==> config.mk <==
export PLATFORM = sky130hd
export DESIGN_NAME = bias_relu_stage_flat
export DESIGN_NICKNAME = d
export VERILOG_FILES = /design/src/rtl/bias_relu_if.sv /design/src/rtl/bias_relu_stage.sv /design/src/flat_wrapper.sv
export SDC_FILE = /design/constraint.sdc
export NUM_CORES = 2
export LEC_CHECK = 0
export CORE_MARGIN = 2
export CORE_UTILIZATION = 61
export CTS_CLUSTER_DIAMETER = 150
export DETAILED_ROUTE_END_ITERATION = 12
export GPL_ROUTABILITY_DRIVEN = 0
export PLACE_DENSITY = 0.92
export SLEW_MARGIN = 20
export SYNTH_ARGS = -nofsm -noshare
export SYNTH_HDL_FRONTEND = slang
export SYNTH_SLANG_ARGS = --single-unit
==> constraint.sdc <==
create_clock -name clk -period 19.2 [get_ports clk]
set_input_delay 2.88 -clock clk [delete_from_list [all_inputs] [get_ports clk]]
set_output_delay 2.88 -clock clk [all_outputs]
set_load 0.005 [all_outputs]
==> src/rtl/bias_relu_if.sv <==
// Request/result bundle between the matmul stage and the bias+ReLU stage.
// Element 0 of every vector sits in the MSBs.
interface bias_relu_if #(
    parameter int S = 32,
    parameter int N = 4
);
    logic           start;
    logic [S*N-1:0] in_vec;
    logic [S*N-1:0] bias;
    logic [S*N-1:0] out_vec;
    logic           done;
    logic           busy;
    logic           err;

    modport master (output start, in_vec, bias, input out_vec, done, busy, err);
    modport slave  (input start, in_vec, bias, output out_vec, done, busy, err);
endinterface

==> src/rtl/bias_relu_stage.sv <==
// Serialised bias-add + ReLU over one layer vector using one shared float adder.
// Optional leaky ReLU is enabled by defining BIAS_RELU_LEAKY_RELU_EN.
module add_float #(
    parameter int FLOAT_WIDTH = 32
) (
    input  logic                   clk,
    input  logic                   rst_n,
    input  logic                   start,
    input  logic [FLOAT_WIDTH-1:0] a,
    input  logic [FLOAT_WIDTH-1:0] b,
    output logic [FLOAT_WIDTH-1:0] result,
    output logic                   done,
    output logic                   nan,
    output logic                   overflow
);
    logic [31:0] a_r, b_r, res_r, sum_s, big_s, sml_s;
    logic        pend_r, done_r, nan_r, ovf_r, nan_s, ovf_s;
    logic        a_nan_s, b_nan_s, a_inf_s, b_inf_s, round_up_s;
    logic [7:0]  e_big_s, e_sml_s, dexp_s;
    logic [27:0] m_big_s, m_sml_s, m_sh_s, m_sum_s;
    logic [24:0] m_rnd_s;
    logic [9:0]  e_res_s;

    // IEEE-754 single add with round-to-nearest-even on the latched operands
    always_comb begin
        sum_s   = 32'h0000_0000;
        nan_s   = 1'b0;
        ovf_s   = 1'b0;
        a_nan_s = (&a_r[30:23]) && (|a_r[22:0]);
        b_nan_s = (&b_r[30:23]) && (|b_r[22:0]);
        a_inf_s = (&a_r[30:23]) && !(|a_r[22:0]);
        b_inf_s = (&b_r[30:23]) && !(|b_r[22:0]);
        if (a_r[30:0] >= b_r[30:0]) begin
            big_s = a_r;
            sml_s = b_r;
        end else begin
            big_s = b_r;
            sml_s = a_r;
        end
        e_big_s = (big_s[30:23] == 8'd0) ? 8'd1 : big_s[30:23];
        e_sml_s = (sml_s[30:23] == 8'd0) ? 8'd1 : sml_s[30:23];
        m_big_s = {1'b0, |big_s[30:23], big_s[22:0], 3'b000};
        m_sml_s = {1'b0, |sml_s[30:23], sml_s[22:0], 3'b000};
        dexp_s  = e_big_s - e_sml_s;
        if (dexp_s > 8'd27) begin
            m_sh_s = {27'd0, |m_sml_s};
        end else begin
            m_sh_s    = m_sml_s >> dexp_s;
            m_sh_s[0] = m_sh_s[0] | (|(m_sml_s & ~(28'hFFF_FFFF << dexp_s)));
        end
        m_sum_s = (big_s[31] == sml_s[31]) ? (m_big_s + m_sh_s) : (m_big_s - m_sh_s);
        e_res_s = {2'b00, e_big_s};
        if (m_sum_s[27]) begin
            m_sum_s = {1'b0, m_sum_s[27:2], m_sum_s[1] | m_sum_s[0]};
            e_res_s = e_res_s + 10'd1;
        end else begin
            for (int i = 0; i < 26; i++) begin
                if (!m_sum_s[26] && (e_res_s > 10'd1)) begin
                    m_sum_s = m_sum_s << 1;
                    e_res_s = e_res_s - 10'd1;
                end
            end
        end
        round_up_s = m_sum_s[2] && (m_sum_s[1] || m_sum_s[0] || m_sum_s[3]);
        m_rnd_s    = {1'b0, m_sum_s[26:3]} + {24'd0, round_up_s};
        if (m_rnd_s[24]) begin
            m_rnd_s = m_rnd_s >> 1;
            e_res_s = e_res_s + 10'd1;
        end
        // a missing hidden bit means the result is subnormal (or zero)
        if (!m_rnd_s[23]) begin
            e_res_s = 10'd0;
        end
        if (a_nan_s || b_nan_s || (a_inf_s && b_inf_s && (a_r[31] != b_r[31]))) begin
            sum_s = 32'h7FC0_0000;
            nan_s = 1'b1;
        end else if (a_inf_s) begin
            sum_s = a_r;
        end else if (b_inf_s) begin
            sum_s = b_r;
        end else if (m_rnd_s == 25'd0) begin
            sum_s = {big_s[31] & sml_s[31], 31'd0};
        end else if (e_res_s >= 10'd255) begin
            sum_s = {big_s[31], 8'hFF, 23'd0};
            ovf_s = 1'b1;
        end else begin
            sum_s = {big_s[31], e_res_s[7:0], m_rnd_s[22:0]};
        end
    end

    // operand capture on start, result and flags one cycle later
    always_ff @(posedge clk or negedge rst_n) begin
        if (!rst_n) begin
            a_r    <= 32'd0;
            b_r    <= 32'd0;
            res_r  <= 32'd0;
            pend_r <= 1'b0;
            done_r <= 1'b0;
            nan_r  <= 1'b0;
            ovf_r  <= 1'b0;
        end else if (start) begin
            a_r    <= a;
            b_r    <= b;
            pend_r <= 1'b1;
            done_r <= 1'b0;
        end else if (pend_r) begin
            res_r  <= sum_s;
            nan_r  <= nan_s;
            ovf_r  <= ovf_s;
            done_r <= 1'b1;
            pend_r <= 1'b0;
        end
    end

    assign result   = res_r;
    assign done     = done_r;
    assign nan      = nan_r;
    assign overflow = ovf_r;
endmodule

module bias_relu_stage #(
    parameter int S          = 32,
    parameter int N          = 4,
    parameter int LEAK_SHIFT = 3
) (
    input  logic         clk,
    input  logic         rst,
    bias_relu_if.slave   io
);
    localparam int IDXW = (N > 1) ? $clog2(N) : 1;
    localparam logic [2:0] IDLE  = 3'd0;
    localparam logic [2:0] ISSUE = 3'd1;
    localparam logic [2:0] WAIT  = 3'd2;
    localparam logic [2:0] STORE = 3'd3;
    localparam logic [2:0] DONE  = 3'd4;

    if (S != 32 || N < 1 || LEAK_SHIFT < 1 || LEAK_SHIFT > 126) begin : g_bad_param
        $error("bias_relu_stage: unsupported S/N/LEAK_SHIFT");
    end

    logic [2:0]      state_r;
    logic [IDXW-1:0] idx_r;
    logic [S-1:0]    in_r   [N];
    logic [S-1:0]    bias_r [N];
    logic [S-1:0]    out_r  [N];
    logic [S-1:0]    sum_r, add_sum_s;
    logic            done_r, busy_r, err_r, add_start_r, add_rst_n_r;
    logic            add_arst_n_s, add_done_s, add_nan_s, add_ovf_s;

    function automatic logic [31:0] act(input logic [31:0] x);
        logic [31:0] y;
        if (!x[31] || ((&x[30:23]) && (|x[22:0]))) begin
            y = x;
        end else begin
`ifdef BIAS_RELU_LEAKY_RELU_EN
            if (&x[30:23]) begin
                y = x;
            end else if (x[30:23] <= 8'(LEAK_SHIFT)) begin
                y = 32'h8000_0000;
            end else begin
                y = {x[31], x[30:23] - 8'(LEAK_SHIFT), x[22:0]};
            end
`else
            y = 32'h0000_0000;
`endif
        end
        return y;
    endfunction

    // adder is held in reset outside ISSUE/WAIT and whenever the stage resets
    assign add_arst_n_s = ~rst & add_rst_n_r;

    add_float #(.FLOAT_WIDTH(S)) u_add (
        .clk      (clk),
        .rst_n    (add_arst_n_s),
        .start    (add_start_r),
        .a        (in_r[idx_r]),
        .b        (bias_r[idx_r]),
        .result   (add_sum_s),
        .done     (add_done_s),
        .nan      (add_nan_s),
        .overflow (add_ovf_s)
    );

    // sequencer: one element per ISSUE/WAIT/STORE pass
    always_ff @(posedge clk or posedge rst) begin
        if (rst) begin
            state_r     <= IDLE;
            idx_r       <= {IDXW{1'b0}};
            sum_r       <= {S{1'b0}};
            done_r      <= 1'b0;
            busy_r      <= 1'b0;
            err_r       <= 1'b0;
            add_start_r <= 1'b0;
            add_rst_n_r <= 1'b0;
            for (int k = 0; k < N; k++) begin
                in_r[k]   <= {S{1'b0}};
                bias_r[k] <= {S{1'b0}};
                out_r[k]  <= {S{1'b0}};
            end
        end else begin
            add_start_r <= 1'b0;
            case (state_r)
                IDLE, DONE: begin
                    if (io.start) begin
                        for (int k = 0; k < N; k++) begin
                            in_r[k]   <= io.in_vec[S*(N-1-k) +: S];
                            bias_r[k] <= io.bias[S*(N-1-k) +: S];
                        end
                        idx_r       <= {IDXW{1'b0}};
                        err_r       <= 1'b0;
                        done_r      <= 1'b0;
                        busy_r      <= 1'b1;
                        add_rst_n_r <= 1'b1;
                        add_start_r <= 1'b1;
                        state_r     <= ISSUE;
                    end
                end
                ISSUE: state_r <= WAIT;
                WAIT: begin
                    if (add_done_s) begin
                        sum_r       <= add_sum_s;
                        err_r       <= err_r | add_nan_s | add_ovf_s;
                        add_rst_n_r <= 1'b0;
                        state_r     <= STORE;
                    end
                end
                STORE: begin
                    out_r[idx_r] <= act(sum_r);
                    if (idx_r == IDXW'(N - 1)) begin
                        busy_r  <= 1'b0;
                        done_r  <= 1'b1;
                        state_r <= DONE;
                    end else begin
                        idx_r       <= idx_r + IDXW'(1);
                        add_rst_n_r <= 1'b1;
                        add_start_r <= 1'b1;
                        state_r     <= ISSUE;
                    end
                end
                default: state_r <= IDLE;
            endcase
        end
    end

    for (genvar g = 0; g < N; g++) begin : g_pack
        assign io.out_vec[S*(N-1-g) +: S] = out_r[g];
    end
    assign io.done = done_r;
    assign io.busy = busy_r;
    assign io.err  = err_r;
endmodule
==> src/flat_wrapper.sv <==
// flat-port wrapper written by rule: the top's interface ports become plain ports
module bias_relu_stage_flat 
#(
    parameter int S          = 32,
    parameter int N          = 4,
    parameter int LEAK_SHIFT = 3
)
  (clk, rst, io_start, io_in_vec, io_bias, io_out_vec, io_done, io_busy, io_err);
  bias_relu_if #(.S(S), .N(N)) io_i ();
  input  logic clk;
  input  logic rst;
  input wire logic [$bits(io_i.start)-1:0] io_start;
  input wire logic [$bits(io_i.in_vec)-1:0] io_in_vec;
  input wire logic [$bits(io_i.bias)-1:0] io_bias;
  output wire logic [$bits(io_i.out_vec)-1:0] io_out_vec;
  output wire logic [$bits(io_i.done)-1:0] io_done;
  output wire logic [$bits(io_i.busy)-1:0] io_busy;
  output wire logic [$bits(io_i.err)-1:0] io_err;
  assign io_i.start = io_start;
  assign io_i.in_vec = io_in_vec;
  assign io_i.bias = io_bias;
  assign io_out_vec = io_i.out_vec;
  assign io_done = io_i.done;
  assign io_busy = io_i.busy;
  assign io_err = io_i.err;
  bias_relu_stage #(.S(S), .N(N), .LEAK_SHIFT(LEAK_SHIFT)) u_core (.clk(clk), .rst(rst), .io(io_i));
endmodule
==> run_results.csv, run 1 <==
group,metric,value,unit
clocking,cts_root_buf,"clkbuf_16",
logic_synthesis,yosys_warnings,0,
grt,grt.overflow.total,6441,
grt,grt_pass1_wl,693,mm
logic_synthesis,synthTopCellsByArea,"dfrtp_1 (25%), nand2_1 (11%), mux2i_1 (5.9%)",
logic_synthesis,synth-edff-count,0,
logic_synthesis,avgSynthCellArea,7.56,um2
logic_synthesis,synth-compound-area-share,0.246,
clocking,cts_buffer_depth,3,
floorplanning,start_util,0.616,
logic_synthesis,async_flop_share,1.00,
logic_synthesis,synth_cell_types,150,
logic_synthesis,synth_xor_area_frac,0.0332,
logic_synthesis,yosysSeqAreaShare,0.250,
logic_synthesis,ys_seq_elements,526,
placed_design,placed_cells,9977,
logic_synthesis,synth_top_family_by_area,"simple AND/OR/NAND/NOR gates",
logic_synthesis,synth_top_area_frac,0.250,
logic_synthesis,synth_most_common_cell,"nand2_1",
status,status,"did not finish",
clocking,cts.sinks,526,
logic_synthesis,ys.flop_type,"dfrtp_1",
logic_synthesis,synth_adder_area_share,0.0361,
status,failed_stage,"5_1_grt",
logic_synthesis,yosys-top-cells-count,"nand2_1 (1,573), nor2_1 (624), dfrtp_1 (526)",
placed_design,hpwl,193,mm
logic_synthesis,syn_area,52700,um2
floorplanning,die_x,298,um
logic_synthesis,synth_largest_area_cell,"dfrtp_1",
grt,grt_start_max_net_pins,241,
grt,grt_pass1_vias,99900,
floorplanning,io_pins,390,
logic_synthesis,syn_inst,6964,
floorplanning,dieHeight,298,um
logic_synthesis,synth_fp_nets,7373,
clocking,ctsHoldBuffers,0,
placed_design,portBuffers,389,
floorplanning,rows,107,
logic_synthesis,muxShareOfSynthArea,0.125,
clocking,cts_max_level,2,
grt,grtUsageTotal,1.01,
logic_synthesis,synth-simple-area-share,0.266,
clocking,cts_buffers,44,
status,stop_error,"[ERROR GRT-0116] Global routing finished with congestion. Check the congestion regions in the DRC Viewer.",
[routing by layer]
| metal | GRT usage | overflow |
|---|---|---|
| met5 | 0.728 | 38 |
| met2 | 1.20 | 4424 |
| met1 | 0.930 | 281 |
| met4 | 1.09 | 1453 |
| met3 | 0.884 | 245 |
[metrics by stage]
stage	TNS, ps	util	hold slack, ps	cell area [um2]	worst slack [ps]
after global placement	-630360	0.844	452	72100	-19170
after CTS	-657770	0.896	482	76500	-20050
after floorplan	-913800	-	352	54900	-27800
after detailed placement	-781820	0.844	459	72100	-23840
[cells by family after synthesis]
logic type                 after synthesis
buffers and inverters                  580
AOI/OAI and AO/OA                     1913
adders and majority gates              151
and+or+nand+nor                       3060
xor gates and xnor gates               193
muxes                                  541
DFF                                    526
[what timing repair did]
action / 4_1_cts
pin swaps: 190
setup buffers: 152
setup endpoints to repair: 33
resized for setup: 314
gates cloned: 5
==> run 2, diff against run 1 <==
CORE_UTILIZATION = 40   (was 61)
CTS_CLUSTER_DIAMETER = not set   (was 150)
PLACE_DENSITY = not set   (was 0.92)
PLACE_DENSITY_LB_ADDON = 0.15   (was not set)
==> run 2 against run 1 <==
  * The flow now finishes, with violations (negative setup slack)
  * Synthesized cell count unchanged
  * Area after synthesis unchanged
==> run_results.csv, run 2 <==
group,metric,value,unit
status,status,"finished with violations",
status,violations,"negative setup slack",
critical_path,regToRegEndpoint,"u_core.u_add.result[21]",
critical_path,slowest_delay,590,ps
grt,grt_start_max_net_pins,209,
floorplanning,rows,133,
logic_synthesis,ys_seq_elements,526,
clocking,cts_tree,"yes",
logic_synthesis,avgSynthCellArea,7.56,um2
critical_path,worstSetupPathType,"reg -> reg",
flow_run,maxCapViolCount,0,
route,first_pass_iters,6,
layout,post-route-cell-area,78500,um2
critical_path,crit_slowest_cell,"or4b_4",
placed_design,hpwl,158,mm
floorplanning,start_util,0.402,
grt,antenna_found_initial,1,
critical_path,r2r_start,"u_core.u_add.a_r[27]",
clocking,ctsHoldBuffers,0,
route,viasPerCell,5.56,
clocking,cts.clk_slew.worst_paths,70,ps
critical_path,worstSetupStartpointType,"register",
floorplanning,die_x,367,um
layout,layout_common_cells,"buf_4 (2,187), nand2_1 (1,546), nor2_1 (590), dfrtp_1 (523), o21ai_0 (467)",
clocking,cts_root_buf,"clkbuf_16",
route,drt_wl_total,201,mm
logic_synthesis,synth_largest_area_cell,"dfrtp_1",
placed_design,portBuffers,389,
floorplanning,design.die.area,135000,um2
grt,grtUsageTotal,0.287,
placed_design,place_area,74000,um2
timing,maxSlewHeadroom,0.255,
grt,grt_pass1_vias,60700,
logic_synthesis,synth-edff-count,0,
layout,nets,9633,
timing,worstMarginPinSlew,1120,ps
route,drcViolationCount,0,
critical_path,r2r_slack,-19600,ps
logic_synthesis,synth_most_common_cell,"nand2_1",
layout,area_delta_synth_final,49.1,%
layout,layout-drive-gt1-share,0.337,
layout,mostFrequentLayoutCell,"buf_4",
clocking,cts_max_level,2,
timing,final_max_slew_viol_count,0,
logic_synthesis,syn_area,52700,um2
logic_synthesis,async_flop_share,1.00,
grt,grt_pass1_wl,323,mm
route,route.antenna.remaining_nets,0,
logic_synthesis,yosys_warnings,0,
timing,timing.final.crit_share,2.02,
floorplanning,core_area,131000,um2
logic_synthesis,synth_fp_nets,7373,
logic_synthesis,yosysSeqAreaShare,0.250,
timing,setup_slack,-19600,ps
timing,grt_setup_unrepaired,"yes",
critical_path,cp-end-kind,"register",
layout,nFillCells,11900,
critical_path,cp.arrival,39310,ps
clocking,clock_latency,590,ps
placed_design,placed_cells,10700,
critical_path,ff2ff_path_depth,217,
route,drtIter0Drc,4694,
logic_synthesis,synthTopCellsByArea,"dfrtp_1 (25%), nand2_1 (11%), mux2i_1 (5.9%)",
critical_path,worstPathMaxFanout,15,
timing,clock-skew-final,37.8,ps
layout,stdcell_count,11000,
floorplanning,io_pins,390,
timing,hold_viol_final,0,
logic_synthesis,ys.flop_type,"dfrtp_1",
floorplanning,dieHeight,367,um
logic_synthesis,synth_top_area_frac,0.250,
logic_synthesis,yosys-top-cells-count,"nand2_1 (1,573), nor2_1 (624), dfrtp_1 (526)",
grt,grt.overflow.total,0,
logic_synthesis,synth_cell_types,150,
clocking,cts_buffer_depth,3,
clocking,cts_buffers,47,
route,via_count,61200,
timing,fmax,25.8,MHz
critical_path,required,19710,ps
timing,finalSetupViolations,33,
clocking,cts.sinks,526,
logic_synthesis,syn_inst,6964,
route,wl_per_cell,18.2,um
worst_hold_path,hold_class,"reg -> async",
timing,min_period,38800,ps
[run 2: cell counts after synthesis]
Identical to the previous run, type by type.
[run 2: cells by family after synthesis]
group,count (synthesis),share of synthesized area
adders and majority gates,151,0.0361
AOI/OAI and AO/OA,1913,0.246
muxes,541,0.125
buffers and inverters,580,0.0434
xor gates and xnor gates,193,0.0332
DFF,526,0.250
and+or+nand+nor,3060,0.266
[run 2: layer usage]
layer  GRT usage  up-vias  wire, um
met1       0.366    29200     85900
met3      0.0283      422      9720
met4       0.106        0      8060
met2       0.502     1827     97000
li1            -    29800         -
met5           0        -         0
[run 2: how the worst max path moves through the flow]
stage / start / endpoint / slack [ps]
finish: u_core.u_add.a_r[27] / u_core.u_add.result[21] / -19600
global route: u_core.u_add.a_r[28] / u_core.u_add.result[21] / -21390
CTS: u_core.u_add.a_r[25] / u_core.u_add.result[17] / -18660
detailed placement: u_core.u_add.b_r[30] / u_core.u_add.result[28] / -20980
global placement: u_core.u_add.b_r[30] / u_core.u_add.result[8] / -19620
floorplan: u_core.u_add.b_r[23] / u_core.u_add.result[15] / -27800
[run 2: area by class of cell]
| type | count | area, um2 | share of cell area |
|---|---|---|---|
| clock inverters | 12 | 178 | 0.00226 |
| multi-input cells | 5859 | 40100 | 0.511 |
| diodes | 2 | 5.00 | 0.0000637 |
| inverters | 178 | 681 | 0.00867 |
| clock buffers | 68 | 1360 | 0.0173 |
| well taps | 1755 | 2200 | 0.0280 |
| flip-flops and latches | 526 | 13200 | 0.168 |
| repair buffers | 2612 | 20800 | 0.265 |
[run 2: what timing repair did]
| item | 4_1_cts | 5_1_grt |
|---|---|---|
| pin swaps | 171 | 102 |
| setup buffers | 138 | 58 |
| gates resized for setup | 177 | 121 |
| setup endpoints to repair | 33 | 33 |
| cloned | 2 | 0 |
[run 2: critical path, delay by kind of cell, from the launching register on]
kind / cells / cell delay [ps]
XOR/XNOR: 11 / 2140
buffers and inverters: 36 / 4680
adder cells (fa/ha/maj): 26 / 5230
flip-flops: 1 / 410
AND/OR/NAND/NOR: 64 / 11470
AO/OA/AOI/OAI: 77 / 13850
multiplexers: 3 / 840
[run 2: through the flow]
step,worst slack (ps),setup TNS [ps],hold WS (ps),util
floorplan,-27800,-913800,352,-
global placement,-19620,-645900,453,0.564
detailed placement,-20980,-687740,458,0.564
CTS,-18660,-611640,474,0.590
global route,-21390,-701540,333,0.599
finish,-19600,-643390,297,0.599
Power of run 2 is left out: the tool's default activity adds up to more than one toggle a clock period on the data nets, which glitch-free logic cannot reach.
